--- src/rtl/mem_master_pkg.sv ---
// Shared encodings for mem_master: access sizes, FSM states and the beat-count helper.
package mem_master_pkg;

    localparam logic [1:0] SZ_BYTE = 2'b00;
    localparam logic [1:0] SZ_HALF = 2'b01;
    localparam logic [1:0] SZ_WORD = 2'b10;

    typedef enum logic [1:0] {
        StIdle,
        StAccess,
        StGap,
        StResp
    } state_e;

    // Size 2'b11 falls into the word case.
    function automatic logic [2:0] beat_count(input logic [1:0] size);
        case (size)
            SZ_BYTE: return 3'd1;
            SZ_HALF: return 3'd2;
            default: return 3'd4;
        endcase
    endfunction

endpackage

--- src/rtl/mem_master.sv ---
// Byte-serial memory master: splits a CPU byte/half/word access into 8-bit memory beats.
// Define MEM_MASTER_TIMEOUT_EN to add a per-beat wait timeout that ends the access with resp_err.
module mem_master
    import mem_master_pkg::*;
#(
    parameter int unsigned ADDR_W  = 8,
    parameter int unsigned TIMEOUT = 15
) (
    input  logic              clk,
    input  logic              reset,
    input  logic              req_valid,
    output logic              req_ready,
    input  logic              req_write,
    input  logic [1:0]        req_size,
    input  logic              req_signed,
    input  logic [ADDR_W-1:0] req_addr,
    input  logic [31:0]       req_wdata,
    output logic              resp_valid,
    output logic [31:0]       resp_rdata,
    output logic              resp_err,
    output logic [ADDR_W-1:0] mem_address,
    output logic [7:0]        mem_wdata,
    input  logic [7:0]        mem_rdata,
    output logic              mem_read,
    output logic              mem_write,
    input  logic              mem_ready
);

    state_e              state_q, state_d;
    logic                write_q;
    logic [1:0]          size_q;
    logic                signed_q;
    logic [ADDR_W-1:0]   addr_q;
    logic [31:0]         wdata_q;
    logic [1:0]          beat_q;
    logic [31:0]         rbuf_q;
    logic [31:0]         load_val;
    logic                accept;
    logic                beat_done;
    logic                last_beat;
    logic                timed_out;

    assign accept    = req_valid && req_ready;
    assign beat_done = (state_q == StAccess) && mem_ready;
    assign last_beat = ({1'b0, beat_q} == (beat_count(size_q) - 3'd1));

`ifdef MEM_MASTER_TIMEOUT_EN
    localparam int unsigned CntW = $clog2(TIMEOUT + 1);

    logic [CntW-1:0] tcnt_q;
    logic            err_q;

    // Counts waited ACCESS cycles of the current beat; cleared whenever a beat ends.
    assign timed_out = (state_q == StAccess) && !mem_ready && (tcnt_q == CntW'(TIMEOUT - 1));

    always_ff @(posedge clk) begin
        if (reset) begin
            tcnt_q <= '0;
            err_q  <= 1'b0;
        end else begin
            if ((state_q == StAccess) && !mem_ready) begin
                tcnt_q <= tcnt_q + CntW'(1);
            end else begin
                tcnt_q <= '0;
            end
            if (accept) begin
                err_q <= 1'b0;
            end else if (timed_out) begin
                err_q <= 1'b1;
            end
        end
    end

    assign resp_err = (state_q == StResp) && err_q;
`else
    logic unused_timeout;
    assign unused_timeout = ^TIMEOUT;
    assign timed_out      = 1'b0;
    assign resp_err       = 1'b0;
`endif

    always_comb begin
        state_d     = state_q;
        req_ready   = 1'b0;
        resp_valid  = 1'b0;
        mem_read    = 1'b0;
        mem_write   = 1'b0;
        mem_address = '0;
        mem_wdata   = 8'h00;
        unique case (state_q)
            StIdle: begin
                req_ready = 1'b1;
                if (req_valid) begin
                    state_d = StAccess;
                end
            end
            StAccess: begin
                mem_read    = !write_q;
                mem_write   = write_q;
                mem_address = addr_q + ADDR_W'(beat_q);
                mem_wdata   = wdata_q[{beat_q, 3'b000} +: 8];
                if (mem_ready) begin
                    state_d = last_beat ? StResp : StGap;
                end else if (timed_out) begin
                    state_d = StResp;
                end
            end
            StGap: begin
                state_d = StAccess;
            end
            StResp: begin
                resp_valid = 1'b1;
                state_d    = StIdle;
            end
            default: begin
                state_d = StIdle;
            end
        endcase
    end

    always_comb begin
        case (size_q)
            SZ_BYTE: load_val = {{24{signed_q & rbuf_q[7]}}, rbuf_q[7:0]};
            SZ_HALF: load_val = {{16{signed_q & rbuf_q[15]}}, rbuf_q[15:0]};
            default: load_val = rbuf_q;
        endcase
    end

    // Stores and timed-out accesses report zero data.
    assign resp_rdata = ((state_q == StResp) && !write_q && !resp_err) ? load_val : 32'h0;

    always_ff @(posedge clk) begin
        if (reset) begin
            state_q  <= StIdle;
            write_q  <= 1'b0;
            size_q   <= SZ_BYTE;
            signed_q <= 1'b0;
            addr_q   <= '0;
            wdata_q  <= 32'h0;
            beat_q   <= 2'd0;
            rbuf_q   <= 32'h0;
        end else begin
            state_q <= state_d;
            if (accept) begin
                write_q  <= req_write;
                size_q   <= req_size;
                signed_q <= req_signed;
                addr_q   <= req_addr;
                wdata_q  <= req_wdata;
                beat_q   <= 2'd0;
                rbuf_q   <= 32'h0;
            end else if (beat_done) begin
                if (!write_q) begin
                    rbuf_q[{beat_q, 3'b000} +: 8] <= mem_rdata;
                end
                if (!last_beat) begin
                    beat_q <= beat_q + 2'd1;
                end
            end
        end
    end

endmodule

--- config.mk ---
export PLATFORM = sky130hd
export DESIGN_NAME = mem_master
export DESIGN_NICKNAME = d
export VERILOG_FILES = /design/src/rtl/mem_master_pkg.sv /design/src/rtl/mem_master.sv
export SDC_FILE = /design/constraint.sdc
export NUM_CORES = 1
export LEC_CHECK = 0
export ABC_AREA = 1
export ABC_CLOCK_PERIOD_IN_PS = 3000
export CAP_MARGIN = 0
export CORE_ASPECT_RATIO = 1.75
export CORE_UTILIZATION = 31
export DETAILED_ROUTE_END_ITERATION = 7
export HOLD_SLACK_MARGIN = 0.06
export PLACE_DENSITY = 0.62
export SYNTH_ARGS = -nofsm -noshare
export SYNTH_HDL_FRONTEND = slang
export SYNTH_SLANG_ARGS = --single-unit
--- constraint.sdc ---
create_clock -name clk -period 3 [get_ports clk]
set_clock_uncertainty 0.1 [all_clocks]
set_input_delay 0.3 -clock clk [delete_from_list [all_inputs] [get_ports clk]]
set_output_delay 0.3 -clock clk [all_outputs]
set_load 0.02 [all_outputs]
==> impl_metrics.xml, run 1 <==
<?xml version="1.0" encoding="UTF-8"?>
<metrics>
  <group name="run_status">
    <metric name="run_status" unit="">finished, final reports clean</metric>
  </group>
  <group name="power">
    <metric name="seqPwrFrac" unit="">0.441</metric>
    <metric name="power_switching_share" unit="">0.267</metric>
    <metric name="share_clk_of_total_power" unit="">0.406</metric>
    <metric name="p_sw" unit="mW">0.699</metric>
    <metric name="power-per-cell-area" unit="nW/um^2">483</metric>
    <metric name="power_leakage" unit="nW">2.03</metric>
    <metric name="p_int" unit="mW">1.92</metric>
    <metric name="comb_power_share" unit="">0.153</metric>
    <metric name="finalPower" unit="mW">2.62</metric>
    <metric name="vdd_drop_max" unit="mV">0.337</metric>
  </group>
  <group name="job">
    <metric name="maxCapViolCount" unit="">0</metric>
  </group>
  <group name="worst_hold_path">
    <metric name="worstHoldPathType" unit="">input port to register</metric>
  </group>
  <group name="setup_path">
    <metric name="critical_path.startpoint_type" unit="">register</metric>
    <metric name="worstPathRequired" unit="ns">2.60</metric>
    <metric name="critPathCaptureType" unit="">output port</metric>
    <metric name="timing.setup.critical_path_class" unit="">register to output port</metric>
    <metric name="cp.arrival" unit="ns">2.47</metric>
    <metric name="crit_fanout" unit="">38</metric>
  </group>
  <group name="cells_and_area">
    <metric name="fillCellCount" unit="">1331</metric>
    <metric name="antenna_cells" unit="">0</metric>
    <metric name="design.final.nets" unit="">762</metric>
    <metric name="drive_above_1_share" unit="">0.0498</metric>
    <metric name="multi_input_area" unit="sq um">2030</metric>
    <metric name="area_delta_synth_final" unit="%">36.7</metric>
    <metric name="layout.area.seq" unit="sq um">1600</metric>
    <metric name="final_design_area_no_fill" unit="sq um">5420</metric>
    <metric name="final_cell_mix" unit="">145 x sky130_fd_sc_hd__nor2_1, 141 x sky130_fd_sc_hd__nand2_1, 106 x sky130_fd_sc_hd__clkdlybuf4s50_1</metric>
    <metric name="layout.cells.most_common" unit="">sky130_fd_sc_hd__nor2_1</metric>
  </group>
  <group name="route">
    <metric name="drt_iter0_markers" unit="">175</metric>
    <metric name="dr.pass1.iters" unit="">5</metric>
    <metric name="dr_total_vias" unit="">4031</metric>
    <metric name="route.final.wire_length" unit="um">11600</metric>
    <metric name="routed_via_density" unit="">4.63</metric>
    <metric name="drtAntennaViolNets" unit="">0</metric>
    <metric name="route.detailed.wl_per_inst" unit="um">13.4</metric>
    <metric name="drc" unit="">0</metric>
  </group>
  <group name="floorplanning">
    <metric name="initial_utilization" unit="">0.319</metric>
    <metric name="fp.coreArea" unit="sq um">12400</metric>
    <metric name="floorplan.die_area" unit="sq um">13300</metric>
    <metric name="fp.dieH" unit="um">152</metric>
    <metric name="i_o_pin_count" unit="">109</metric>
    <metric name="chipWidth" unit="um">87.5</metric>
    <metric name="placementRows" unit="">54</metric>
  </group>
  <group name="global_routing">
    <metric name="grt_start_max_net_pins" unit="">50</metric>
    <metric name="antenna_found_initial" unit="">0</metric>
    <metric name="grt_pass1_vias" unit="">3899</metric>
    <metric name="gr-total-overflow" unit="">0</metric>
    <metric name="groute.usage.overall" unit="">0.183</metric>
    <metric name="grt_first_pass_wirelength" unit="um">18300</metric>
  </group>
  <group name="yosys">
    <metric name="postSynthAreaPerCell" unit="sq um">6.53</metric>
    <metric name="yosys_register_bits" unit="">80</metric>
    <metric name="post_synth_instance_area" unit="sq um">3960</metric>
    <metric name="yosysWarnings" unit="">0</metric>
    <metric name="synth.distinct_cells" unit="">24</metric>
    <metric name="syn-instance-count" unit="">607</metric>
    <metric name="async_reset_ff_frac" unit="">0</metric>
    <metric name="synth_enable_flop_cells" unit="">0</metric>
    <metric name="seq_area_frac_synth" unit="">0.404</metric>
    <metric name="synthesis.nets" unit="">671</metric>
    <metric name="dominantRegCellSynth" unit="">sky130_fd_sc_hd__dfxtp_1</metric>
  </group>
  <group name="sta">
    <metric name="finalHoldViolCount" unit="">0</metric>
    <metric name="setup_viol_count_final" unit="">0</metric>
    <metric name="max_clock_freq" unit="MHz">349</metric>
    <metric name="layout_min_cycle_time" unit="ns">2.87</metric>
    <metric name="timing.final.crit_share" unit="">0.956</metric>
    <metric name="max_slew.worst_pin.slew" unit="ns">0.553</metric>
    <metric name="final-max-slew-violation-count" unit="">0</metric>
    <metric name="hold_ws" unit="ns">0.216</metric>
    <metric name="rsz0062_at_grt" unit="">true</metric>
    <metric name="timing.slew.headroom" unit="">0.631</metric>
  </group>
  <group name="cts">
    <metric name="cts-buffers-inserted" unit="">9</metric>
    <metric name="cts.path.max_buffers" unit="">2</metric>
    <metric name="cts_clk_pin_slew_worst_paths" unit="ns">0.06</metric>
    <metric name="cts.sinks" unit="">80</metric>
    <metric name="cts_root_buf" unit="">sky130_fd_sc_hd__clkbuf_16</metric>
    <metric name="clock_insertion_delay_worst_skew" unit="ns">0.33</metric>
    <metric name="cts_htree_levels" unit="">3</metric>
    <metric name="cts_hold_buffers" unit="">0</metric>
    <metric name="tritoncts" unit="">yes</metric>
  </group>
  <group name="placed_design">
    <metric name="post-dp-hpwl" unit="um">8770</metric>
    <metric name="post_dp_cell_area" unit="sq um">5120</metric>
    <metric name="io_buffers" unit="">107</metric>
    <metric name="finalWeightedCongestion" unit="">0.849</metric>
  </group>
</metrics>
-- worst max-delay path: stages, from the launching register on --
cell	delay (ns)
sky130_fd_sc_hd__dfxtp_1	0.32
sky130_fd_sc_hd__buf_4	0.25
sky130_fd_sc_hd__inv_1	0.46
sky130_fd_sc_hd__o21ai_0	0.23
sky130_fd_sc_hd__a21oi_1	0.22
sky130_fd_sc_hd__clkdlybuf4s50_1	0.64
-- registers in the layout, summed over array words and instances, names as in the netlist --
| register | cells |
|---|---|
| rbuf_q | 32 |
| wdata_q | 32 |
| addr_q | 8 |
| beat_q | 2 |
| size_q | 2 |
| state_q | 2 |
| signed_q | 1 |
| write_q | 1 |
-- layer usage --
| layer | share of wire | GRT usage | vias up |
|---|---|---|---|
| met4 | 0.024 | 0.0779 | 0 |
| met1 | 0.38 | 0.187 | 1795 |
| met5 | 0 | 0 | - |
| met2 | 0.55 | 0.348 | 116 |
| met3 | 0.043 | 0.0401 | 17 |
| li1 | - | - | 2103 |
-- power by group through the flow --
stage          clock, mW  sequential [mW]  combinational [mW]
5_1_grt             1.12             1.16               0.448
4_1_cts             1.08             1.15               0.404
3_5_place_dp           0             1.18               0.402
2_1_floorplan          0             1.16               0.249
6_report            1.06             1.15               0.400
3_3_place_gp           0             1.18               0.396
-- cell type report --
class	count	area share
Sequential cell	80	0.296
Tap cell	168	0.0388
Multi-Input combinational cell	450	0.375
Clock inverter	6	0.0111
Clock buffer	10	0.0423
Timing Repair Buffer	114	0.207
Inverter	43	0.0298
-- path summary, 6_finish.rpt --
path	cells past startpoint	end	slack, ns	startpoint
setup reg to reg	9	rbuf_q[16]	0.40	beat_q[0]
hold reg to reg	2	rbuf_q[26]	0.36	rbuf_q[26]
hold / removal	4	beat_q[1]	0.22	reset
setup / recovery	5	mem_wdata[5]	0.13	beat_q[0]
-- kinds of logic after synthesis --
| kind of cell | Yosys count | synth area share |
|---|---|---|
| AND/OR/NAND/NOR | 320 | 0.327 |
| AO/OA/AOI/OAI | 120 | 0.156 |
| flip-flops | 80 | 0.404 |
| buffers and inverters | 77 | 0.0831 |
| adder cells (fa/ha/maj) | 8 | 0.0272 |
| XOR/XNOR | 1 | 0.00221 |
| other | 1 | 0.000947 |
-- timing repair --
item	in CTS	in global routing
gates resized for setup	0	2
buffers inserted	0	0
setup endpoints to repair	0	6
-- Yosys cell counts (2+ instances only) --
cell type	number	area, sq um
sky130_fd_sc_hd__buf_4	8	60.1
sky130_fd_sc_hd__nor2_4	6	67.6
sky130_fd_sc_hd__nor2_1	146	548
sky130_fd_sc_hd__o21ai_0	47	235
sky130_fd_sc_hd__ha_1	7	87.6
sky130_fd_sc_hd__nand2_1	141	529
sky130_fd_sc_hd__inv_1	38	143
sky130_fd_sc_hd__a21oi_1	62	310
sky130_fd_sc_hd__o21ai_1	4	20.0
sky130_fd_sc_hd__nand3_1	23	115
sky130_fd_sc_hd__inv_2	3	11.3
sky130_fd_sc_hd__clkbuf_1	18	67.6
sky130_fd_sc_hd__clkinv_1	2	7.51
sky130_fd_sc_hd__nor3_1	2	10.0
sky130_fd_sc_hd__buf_2	8	40.0
sky130_fd_sc_hd__dfxtp_1	80	1600
sky130_fd_sc_hd__a211oi_1	5	37.5
-- stage by stage --
step	setup slack, ns	cells	util	setup TNS [ns]
floorplan	0.582	607	-	0
CTS	0.120	871	0.435	0
finish	0.133	871	0.436	0
global route	-0.000658	871	0.436	-0.000658
global placement	0.516	855	0.412	0
detailed placement	0.362	855	0.412	0
(Power assumes the default switching activity.)
==> inputs of run 2 (changes only) <==
CORE_UTILIZATION = 48   (was 31)
PLACE_DENSITY = 0.86   (was 0.62)
==> run 2 against run 1 <==
  * The flow now finishes with violations (DRC)
  * Combinational power barely moved
  * First-iteration DRC count rose by 83%
  * Final cell count fell by 9.0%
  * Register-to-register slack barely moved
  * Largest cell class unchanged
  * Highest routed layer unchanged
==> impl_metrics.xml, run 2 (synthesis gave the netlist of run 1 again) <==
<?xml version="1.0" encoding="UTF-8"?>
<metrics>
  <group name="sta">
    <metric name="setup_viol_count_final" unit="">0</metric>
    <metric name="rsz0062_at_grt" unit="">false</metric>
    <metric name="layout_min_cycle_time" unit="ns">2.84</metric>
    <metric name="tns" unit="ns">0</metric>
    <metric name="finalHoldViolCount" unit="">0</metric>
    <metric name="max_slew.worst_pin.slew" unit="ns">0.550</metric>
    <metric name="timing.final.crit_share" unit="">0.946</metric>
    <metric name="final-max-slew-violation-count" unit="">0</metric>
    <metric name="timing.slew.headroom" unit="">0.633</metric>
    <metric name="max_clock_freq" unit="MHz">352</metric>
  </group>
  <group name="setup_path">
    <metric name="critPathCaptureType" unit="">output port</metric>
    <metric name="critical_path.most_common_cell" unit="">sky130_fd_sc_hd__buf_4</metric>
    <metric name="timing.setup.critical_path_class" unit="">register to output port</metric>
    <metric name="worst_path_dominant_cell_family" unit="">buffers and inverters</metric>
    <metric name="setup.reg_to_reg.worst_slack" unit="ns">0.39</metric>
    <metric name="critical_path.endpoint" unit="">mem_wdata[0]</metric>
    <metric name="worstSetupPathDepth" unit="">6</metric>
    <metric name="critical_path.reg2reg.endpoint" unit="">rbuf_q[17]</metric>
    <metric name="worst_setup_path_startpoint" unit="">beat_q[0]</metric>
    <metric name="worstPathRequired" unit="ns">2.60</metric>
    <metric name="timing.critical_path.slowest_cell_delay" unit="ns">0.57</metric>
    <metric name="reg2regPathDepth" unit="">9</metric>
    <metric name="path_buf_inv" unit="">4</metric>
    <metric name="critical_path.reg2reg.startpoint" unit="">beat_q[0]</metric>
    <metric name="cp.arrival" unit="ns">2.44</metric>
    <metric name="cp_cell_sequence" unit="">buf_4, inv_1, buf_4, o21ai_0, a21oi_1, clkdlybuf4s50_1</metric>
    <metric name="critical_path.startpoint_type" unit="">register</metric>
    <metric name="critical-path-slowest-cell" unit="">sky130_fd_sc_hd__clkdlybuf4s50_1</metric>
    <metric name="crit_fanout" unit="">38</metric>
  </group>
  <group name="floorplanning">
    <metric name="fp.coreArea" unit="sq um">7960</metric>
    <metric name="i_o_pin_count" unit="">109</metric>
    <metric name="placementRows" unit="">43</metric>
    <metric name="initial_utilization" unit="">0.497</metric>
    <metric name="floorplan.die_area" unit="sq um">8630</metric>
    <metric name="fp.dieH" unit="um">122</metric>
    <metric name="chipWidth" unit="um">70.7</metric>
  </group>
  <group name="cells_and_area">
    <metric name="final_design_area_no_fill" unit="sq um">5330</metric>
    <metric name="antenna_cells" unit="">0</metric>
    <metric name="layout.cells.most_common" unit="">sky130_fd_sc_hd__nor2_1</metric>
    <metric name="area_delta_synth_final" unit="%">34.6</metric>
    <metric name="drive_above_1_share" unit="">0.0455</metric>
    <metric name="top_regs" unit="">rbuf_q (32), wdata_q (32), addr_q (8)</metric>
    <metric name="design.final.nets" unit="">762</metric>
    <metric name="finish.cell_count_without_fillers" unit="">793</metric>
    <metric name="final_cell_mix" unit="">146 x sky130_fd_sc_hd__nor2_1, 140 x sky130_fd_sc_hd__nand2_1, 107 x sky130_fd_sc_hd__clkdlybuf4s50_1</metric>
  </group>
  <group name="route">
    <metric name="route.final.wire_length" unit="um">10800</metric>
    <metric name="route.detailed.wl_per_inst" unit="um">13.6</metric>
    <metric name="dr.pass1.iters" unit="">7</metric>
    <metric name="drtAntennaViolNets" unit="">0</metric>
    <metric name="drt_iter0_markers" unit="">321</metric>
    <metric name="drc" unit="">14</metric>
    <metric name="dr_total_vias" unit="">4188</metric>
    <metric name="routed_via_density" unit="">5.28</metric>
  </group>
  <group name="cts">
    <metric name="tritoncts" unit="">yes</metric>
    <metric name="cts_clk_pin_slew_worst_paths" unit="ns">0.06</metric>
    <metric name="cts.path.max_buffers" unit="">2</metric>
    <metric name="cts_resized" unit="">0</metric>
    <metric name="clock_insertion_delay_worst_skew" unit="ns">0.34</metric>
    <metric name="cts_htree_levels" unit="">3</metric>
    <metric name="postCtsSetupRepairBufs" unit="">0</metric>
    <metric name="cts-buffers-inserted" unit="">9</metric>
    <metric name="cts_hold_buffers" unit="">0</metric>
    <metric name="cts.sinks" unit="">80</metric>
    <metric name="cts_root_buf" unit="">sky130_fd_sc_hd__clkbuf_16</metric>
  </group>
  <group name="worst_hold_path">
    <metric name="worstHoldPathType" unit="">register to register</metric>
    <metric name="min_delay_path_depth" unit="">2</metric>
  </group>
  <group name="run_status">
    <metric name="violations" unit="">DRC</metric>
    <metric name="run_status" unit="">complete, but fails checks</metric>
  </group>
  <group name="global_routing">
    <metric name="gr-total-overflow" unit="">0</metric>
    <metric name="grt_pass1_vias" unit="">3844</metric>
    <metric name="grt_start_max_net_pins" unit="">50</metric>
    <metric name="antenna_found_initial" unit="">0</metric>
    <metric name="groute.usage.overall" unit="">0.258</metric>
    <metric name="grt_first_pass_wirelength" unit="um">17400</metric>
  </group>
  <group name="placed_design">
    <metric name="post_dp_cell_area" unit="sq um">5030</metric>
    <metric name="placed_cells_incl_taps" unit="">777</metric>
    <metric name="io_buffers" unit="">107</metric>
    <metric name="finalWeightedCongestion" unit="">0.874</metric>
    <metric name="post-dp-hpwl" unit="um">7840</metric>
  </group>
  <group name="power">
    <metric name="finalPower" unit="mW">2.65</metric>
    <metric name="vdd_drop_max" unit="mV">0.369</metric>
    <metric name="power-per-cell-area" unit="nW/um^2">497</metric>
    <metric name="power_leakage" unit="nW">2.04</metric>
  </group>
  <group name="job">
    <metric name="maxCapViolCount" unit="">0</metric>
  </group>
</metrics>
-- run 2: cell types whose count changed in the layout (fill, tap and decap cells not counted), sizes merged --
cell	delta
clkinv	-1
clkdlybuf4s50	+1
clkinvlp	-2
clkbuf	+3
buf	-1
-- run 2: layout make-up --
class	instances	area, sq um
Clock buffer	13	260
Clock inverter	3	40.0
Fill cell	680	2630
Inverter	43	161
Multi-Input combinational cell	450	2030
Sequential cell	80	1600
Tap cell	90	113
Timing Repair Buffer	114	1120
-- run 2: report_power, final --
part           internal, mW  total, mW  switching [mW]
Clock                 0.687       1.09           0.408
Sequential             1.11       1.15          0.0373
Combinational         0.165      0.403           0.238
Total                  1.97       2.65           0.683
-- run 2: stage by stage --
| stage | utilization | setup slack, ns | hold slack, ns |
|---|---|---|---|
| 3_5_place_dp | 0.632 | 0.448 | 0.348 |
| 5_1_grt | 0.670 | 0.0216 | 0.382 |
| 2_1_floorplan | - | 0.582 | 0.309 |
| 4_1_cts | 0.669 | 0.112 | 0.356 |
| 6_report | 0.670 | 0.163 | 0.360 |
| 3_3_place_gp | 0.632 | 0.532 | 0.349 |
-- run 2: how the worst min path moves through the flow --
stage / startpoint / endpoint / slack, ns
2_1_floorplan: mem_ready / state_q[0] / 0.31
3_3_place_gp: wdata_q[15] / wdata_q[15] / 0.35
3_5_place_dp: rbuf_q[26] / rbuf_q[26] / 0.35
4_1_cts: rbuf_q[26] / rbuf_q[26] / 0.36
5_1_grt: rbuf_q[26] / rbuf_q[26] / 0.38
6_report: rbuf_q[26] / rbuf_q[26] / 0.36
-- run 2: worst reg2reg max path, cell delays in order (launching register included) --
cell	delay [ns]
sky130_fd_sc_hd__dfxtp_1	0.34
sky130_fd_sc_hd__buf_4	0.36
sky130_fd_sc_hd__inv_1	0.12
sky130_fd_sc_hd__ha_1	0.49
sky130_fd_sc_hd__clkinv_1	0.32
sky130_fd_sc_hd__nor2_1	0.44
sky130_fd_sc_hd__nand2_1	0.11
sky130_fd_sc_hd__nand2_1	0.08
sky130_fd_sc_hd__o21ai_0	0.08
sky130_fd_sc_hd__nor2_1	0.09
-- run 2: routing by layer --
metal,global-route usage,routed length (um)
met2,0.490,5930
met3,0.0356,550
met5,0,0
met1,0.273,3880
met4,0.134,414
